==> config.mk <==
export PLATFORM = sky130hd
export DESIGN_NAME = alu_decode
export DESIGN_NICKNAME = d
export VERILOG_FILES = /design/src/rtl/alu_decode.sv
export SDC_FILE = /design/constraint.sdc
export NUM_CORES = 1
export LEC_CHECK = 0
export ABC_CLOCK_PERIOD_IN_PS = 9000
export CAP_MARGIN = 15
export CORE_MARGIN = 2
export CORE_UTILIZATION = 51
export DETAILED_ROUTE_END_ITERATION = 12
export GPL_ROUTABILITY_DRIVEN = 0
export PLACE_DENSITY = 0.88
export SYNTH_ARGS = -nofsm -noshare
export SYNTH_HDL_FRONTEND = slang
export SYNTH_SLANG_ARGS = --single-unit
==> constraint.sdc <==
create_clock -name i_clk -period 9 [get_ports i_clk]
set_input_delay 2.25 -clock i_clk [delete_from_list [all_inputs] [get_ports i_clk]]
set_output_delay 2.25 -clock i_clk [all_outputs]
set_load 0.1 [all_outputs]
==> src/rtl/alu_decode.sv <==
// alu_decode: registered RV32I decode stage feeding the ALU.
// Decodes an instruction word plus PC/register operands into ALU control,
// operands and writeback/branch qualifiers. An output register backed by a
// skid register sustains one beat per cycle with a registered o_in_ready.
// Optional feature macro: ALU_DECODE_ILLEGAL_EN (flags unsupported encodings
// on o_illegal and turns them into NOPs). Undefined: o_illegal is always 0.
module alu_decode (
  input  logic        i_clk,
  input  logic        i_rst,
  input  logic        i_valid,
  output logic        o_in_ready,
  input  logic [31:0] i_instr,
  input  logic [31:0] i_pc,
  input  logic [31:0] i_rs1_val,
  input  logic [31:0] i_rs2_val,
  output logic        o_valid,
  input  logic        i_out_ready,
  output logic [2:0]  o_op,
  output logic        o_op2,
  output logic [31:0] o_x,
  output logic [31:0] o_y,
  output logic [4:0]  o_rd,
  output logic        o_wb,
  output logic        o_branch,
  output logic        o_br_inv,
  output logic        o_illegal
);

`ifdef ALU_DECODE_ILLEGAL_EN
  localparam logic ILLEGAL_EN = 1'b1;
`else
  localparam logic ILLEGAL_EN = 1'b0;
`endif

  typedef struct packed {
    logic [2:0]  op;
    logic        op2;
    logic [31:0] x;
    logic [31:0] y;
    logic [4:0]  rd;
    logic        wb;
    logic        branch;
    logic        br_inv;
    logic        illegal;
  } dec_t;

  dec_t        dec;
  dec_t        out_q;
  dec_t        skid_q;
  logic        out_valid;
  logic        skid_valid;
  logic        accept;
  logic        ill;

  logic [6:0]  opcode;
  logic [2:0]  f3;
  logic [6:0]  f7;
  logic [31:0] imm_i;
  logic [31:0] imm_s;
  logic [31:0] imm_u;

  assign opcode = i_instr[6:0];
  assign f3     = i_instr[14:12];
  assign f7     = i_instr[31:25];
  assign imm_i  = {{20{i_instr[31]}}, i_instr[31:20]};
  assign imm_s  = {{20{i_instr[31]}}, i_instr[31:25], i_instr[11:7]};
  assign imm_u  = {i_instr[31:12], 12'b0};

  // Instruction decode; rd is only reported for writeback-type instructions.
  always_comb begin
    dec = '0;
    ill = 1'b0;
    unique case (opcode)
      7'b0110011: begin
        dec.op  = f3;
        dec.op2 = (f3 == 3'b000 || f3 == 3'b101) ? i_instr[30] : 1'b0;
        dec.x   = i_rs1_val;
        dec.y   = i_rs2_val;
        dec.rd  = i_instr[11:7];
        dec.wb  = 1'b1;
        ill     = !(f7 == 7'h00 || (f7 == 7'h20 && (f3 == 3'b000 || f3 == 3'b101)));
      end
      7'b0010011: begin
        dec.op  = f3;
        dec.op2 = (f3 == 3'b101) ? i_instr[30] : 1'b0;
        dec.x   = i_rs1_val;
        dec.y   = (f3 == 3'b001 || f3 == 3'b101) ? {27'b0, i_instr[24:20]} : imm_i;
        dec.rd  = i_instr[11:7];
        dec.wb  = 1'b1;
        ill     = (f3 == 3'b001 && f7 != 7'h00) ||
                  (f3 == 3'b101 && f7 != 7'h00 && f7 != 7'h20);
      end
      7'b0110111: begin
        dec.y  = imm_u;
        dec.rd = i_instr[11:7];
        dec.wb = 1'b1;
      end
      7'b0010111: begin
        dec.x  = i_pc;
        dec.y  = imm_u;
        dec.rd = i_instr[11:7];
        dec.wb = 1'b1;
      end
      7'b1101111, 7'b1100111: begin
        dec.x  = i_pc;
        dec.y  = 32'd4;
        dec.rd = i_instr[11:7];
        dec.wb = 1'b1;
        ill    = (opcode == 7'b1100111) && (f3 != 3'b000);
      end
      7'b0000011: begin
        dec.x  = i_rs1_val;
        dec.y  = imm_i;
        dec.rd = i_instr[11:7];
        dec.wb = 1'b1;
        ill    = (f3 == 3'b011) || (f3 == 3'b110) || (f3 == 3'b111);
      end
      7'b0100011: begin
        dec.x = i_rs1_val;
        dec.y = imm_s;
        ill   = (f3 > 3'b010);
      end
      7'b1100011: begin
        dec.x      = i_rs1_val;
        dec.y      = i_rs2_val;
        dec.branch = 1'b1;
        dec.br_inv = f3[0];
        unique case (f3[2:1])
          2'b10:   dec.op = 3'b010;
          2'b11:   dec.op = 3'b011;
          2'b01: begin
            dec.op2 = 1'b1;
            ill     = 1'b1;
          end
          default: dec.op2 = 1'b1;
        endcase
      end
      default: ill = 1'b1;
    endcase
    dec.wb = dec.wb & (|dec.rd);
    if (ILLEGAL_EN && ill) begin
      dec = '0;
    end
    dec.illegal = ILLEGAL_EN & ill;
  end

  assign accept     = i_valid & ~skid_valid;
  assign o_in_ready = ~skid_valid;

  // Output + skid registers: output refills from skid first, then from input.
  always_ff @(posedge i_clk or posedge i_rst) begin
    if (i_rst) begin
      out_q      <= '0;
      skid_q     <= '0;
      out_valid  <= 1'b0;
      skid_valid <= 1'b0;
    end else if (!out_valid || i_out_ready) begin
      if (skid_valid) begin
        out_q      <= skid_q;
        out_valid  <= 1'b1;
        skid_valid <= 1'b0;
      end else if (accept) begin
        out_q     <= dec;
        out_valid <= 1'b1;
      end else begin
        out_valid <= 1'b0;
      end
    end else if (accept) begin
      skid_q     <= dec;
      skid_valid <= 1'b1;
    end
  end

  assign o_valid   = out_valid;
  assign o_op      = out_q.op;
  assign o_op2     = out_q.op2;
  assign o_x       = out_q.x;
  assign o_y       = out_q.y;
  assign o_rd      = out_q.rd;
  assign o_wb      = out_q.wb;
  assign o_branch  = out_q.branch;
  assign o_br_inv  = out_q.br_inv;
  assign o_illegal = out_q.illegal;

endmodule

### Word-level counts from Yosys, hierarchy flattened

Index checks and enable logic that the tools add are counted.
Widths: inputs -> output; s select.

* eq/ne operators: 13
* muxes and demuxes: 16
* bitwise operators: 4
* reduce and logical (&&, ||, !) cells: 17

Operators by type and width (count)
* $pmux 32 s6: 1
* $mux 77: 2
* $pmux 32 s2: 1
* $mux 32: 1
* $eq 7x6->1 const B: 3
* $eq 7x7->1 const B: 3
* $eq 7x5->1 const B: 2
* $pmux 4 s3: 1
* $reduce_or 5->1: 2
* $reduce_or 2->1: 4
* $eq 7x2->1 const B: 1
* $mux 1: 7
* $reduce_or 7->1: 1
* $mux 6: 1
* $eq 2x2->1 const B: 2
* $pmux 2 s2: 1
* $reduce_and 2->1: 2
* $reduce_bool 2->1: 2
* $eq 3x1->1 const B: 1
* $eq 3x3->1 const B: 1
* $logic_not 3->1: 1
* $logic_or 1x1->1: 3
* $reduce_or 3->1: 1
* $and 1x1->1: 2
* other kinds (3): 4

* flip-flop bits (word level): 155
* input bits: 132
* output and inout port bits: 79

### Longest topological paths before layout

* word-level depth: 7
* gate-level depth with buffers: 6

### Worst setup path before layout

Ideal clock, no wire load.

* kind: register to output
* start point: reg skid_valid
* end point: out o_in_ready
* data arrival time: 1704 ps
* required time: 6750 ps
* path slack: 5046 ps
* stages on the path, launching flop included: 4
* path buffers: 2
* cell sequence: dfrtp_1 -> inv_1 -> clkbuf_1 -> clkbuf_1

* word-level cells in the longest chain between the ends: 1

RTL lines
* start: declaration: RTL line 51 `logic skid_valid;`
* start signal: assignment: RTL line 156 `skid_valid <= 1'b0;`
* start signal: assignment: RTL line 161 `skid_valid <= 1'b0;`
* start signal: assignment: RTL line 170 `skid_valid <= 1'b1;`
* $not 1->1: RTL line 148 `assign o_in_ready = ~skid_valid;`
* end: declaration: RTL line 11 `output logic o_in_ready,`

Every way passes these cells.

### Final worst setup path

Ends and elaborated chain as after synthesis.

==> impl_metrics.yaml <==
global_routing:
  antenna_found_initial: 0
  grt_overflow: 0
  grt_max_degree: 89
  grt_pass1_vias: 6653
  grt_pass1_wl_um: 34400
  grt_usage: 0.300
sta:
  skew_ns: 0.00621
  relSlewSlack: 0.232
  tightest_slew_ns: 1.14
  fmax_ghz: 0.187
  setup_tns_ns: 0
  period_needed_ns: 5.34
  final-max-slew-violation-count: 0
  finalHoldViolCount: 0
  whs_ns: 0.473
  rsz0062_at_grt: "false"
  min_period_over_period: 0.593
  finalSetupViolCount: 0
power_and_ir_drop:
  p_total_mw: 2.35
  p_leak_nw: 3.88
  powerDensity_mw_per_mm2: 238
  max-vdd-ir-drop_v: 0.000185
placement:
  port_buffers: 209
  dp_hpwl_um: 14100
final_layout:
  layout-drive-gt1-share: 0.0569
  layout.nets: 1071
  synthToLayoutAreaGrowth_pct: 38.2
  fillers: 1061
  diodes: 0
clock_tree:
  cts-resized-gates: 0
  cts_tree: "done"
  cts_hold_buf: 0
  cts_buffers: 17
  insertion_delay_ns: 0.43
  clk_path_buf_depth: 2
  ctsHtreeMaxLevel: 4
  path_clk_slew_ns: 0.06
  cts_sinks: 154
  root_buffer: "clkbuf_16"
  postCtsSetupBuffers: 0
yosys:
  yosysTopAreaCellShare: 0.539
  postSynthNetCount: 895
  async_flop_share: 1.00
  ys_warn_count: 0
  yosysMostFrequentCell: "dfrtp_1"
  synth-seq-cells: 154
  synth_area_leaders: "dfrtp_1, o21ai_0, a21oi_1"
  synth-edff-count: 0
  synth_ff_type: "dfrtp_1"
  avgSynthCellArea_sq_um: 9.36
  synth.distinct_cells: 44
  synth-seq-area-share: 0.539
  syn-instance-count: 763
  synth_common_cells: "dfrtp_1, o21ai_0, a21oi_1, nand2_1, or3_1"
  synthesis.area_sq_mm: 0.00714
  yosys.area.top_type: "dfrtp_1"
run:
  cap_violations: 0
critical_path:
  crit_path_end_kind: "output pin"
  cp_max_fo: 68
  cp.arrival_ns: 3.09
  rrSetupSlack_ns: 5.80
  required_ns: 6.75
  start_kind: "flop"
  worstSetupPathType: "flop to output pin"
detailed_routing:
  vias: 6919
  drc_errors: 0
  wl_per_cell_um: 19.7
  final_antenna_net_count: 0
  postRouteWirelength_um: 22200
  via_per_inst: 6.13
  dr.pass1.iters: 6
  drt_iter0_drc: 708
floorplanning:
  initial_utilization: 0.519
  die_y_um: 122
  dieArea_sq_mm: 0.0150
  die_w_um: 122
  pin_count: 211
  rows: 43
  design.core.area_sq_mm: 0.0138
outcome:
  status: "finished, final reports clean"
worst_hold_path:
  hold_path_class: "flop to flop"
-- per-stage QoR --
step                      cell area [sq um]  cells  worst slack (ns)   util
after floorplan                        7140    763              2.60      -
after global placement                 9310   1099              3.82  0.676
after detailed placement               9310   1099              3.74  0.676
after CTS                              9850   1128              3.66  0.715
after global routing                   9870   1129              3.55  0.717
final                                  9870   1129              3.66  0.717
-- path summary, 6_finish.rpt --
kind,depth (start not counted),start,end
worst min-delay path,2,skid_q[15],skid_q[15]
worst min register to register,2,skid_q[15],skid_q[15]
max in group asynchronous,3,i_rst,skid_q[38]
worst max register to register,7,skid_valid,skid_q[34]
worst max-delay path,3,skid_valid,o_in_ready
min in group asynchronous,2,i_rst,o_rd[4]
-- cell usage in the layout (no fill, tap or decap), types with 2 or more instances in the layout --
master,Yosys,layout
a31o_2,5,5
nand3b_1,5,5
nand4b_1,2,2
nor3_1,3,3
nor2b_1,3,2
clkdlybuf4s50_1,0,209
a21oi_2,1,2
nor2_1,34,32
dfrtp_1,154,154
buf_4,1,12
clkbuf_1,45,7
or3_1,61,61
o31ai_1,2,2
o21ai_1,31,31
a32oi_1,4,4
nor2_4,0,2
o211ai_1,5,5
nor4bb_1,2,2
mux2i_1,4,4
nand3_1,20,19
clkbuf_8,0,2
nand2b_1,3,3
a21oi_1,94,93
nand2_1,82,82
a22oi_1,53,53
bufinv_16,0,2
a31oi_1,4,4
o21ai_0,95,95
clkbuf_16,0,17
nor3b_2,0,2
a211oi_1,2,2
nor3b_1,13,11
-- worst max-delay path, stage by stage, from the launching register on --
cell and delay (ns):
dfrtp_1 0.68, inv_2 0.12, buf_4 0.58, clkdlybuf4s50_1 1.26
-- cell type report --
class	instances	area [sq um]	share of cell area
flip-flops and latches	154	3850	0.390
clock buffers	26	479	0.0485
repair buffers	222	2200	0.223
clock inverters	3	65.1	0.00659
well taps	180	225	0.0228
inverters	2	12.5	0.00127
multi-input cells	542	3040	0.308
-- where the power goes --
group,switching (mW),total [mW],internal [mW]
combinational,0.625,0.839,0.213
clock,0.262,0.680,0.418
sequential,0.0501,0.831,0.781
-- cell families after synthesis --
logic type      count (synthesis)  share of synthesized area
flops                         154                      0.539
xor+xnor                        1                    0.00123
compound gates                302                      0.243
simple gates                  234                      0.168
other cells                     1                   0.000525
buf+inv                        67                     0.0424
mux                             4                    0.00560
-- per-layer routing --
layer	GRT usage	wire, um
met3	0.0864	2060
met2	0.465	10700
met5	0	0
met4	0.139	801
met1	0.392	8690
-- flip-flops by register name (all words and copies together) (netlist names), 3 cells and up --
| name | cells |
|---|---|
| skid_q | 76 |
| o_rd | 5 |
| o_y | 32 |
| o_x | 32 |
| o_op | 3 |
No activity file was read; power rests on OpenSTA's default activity.
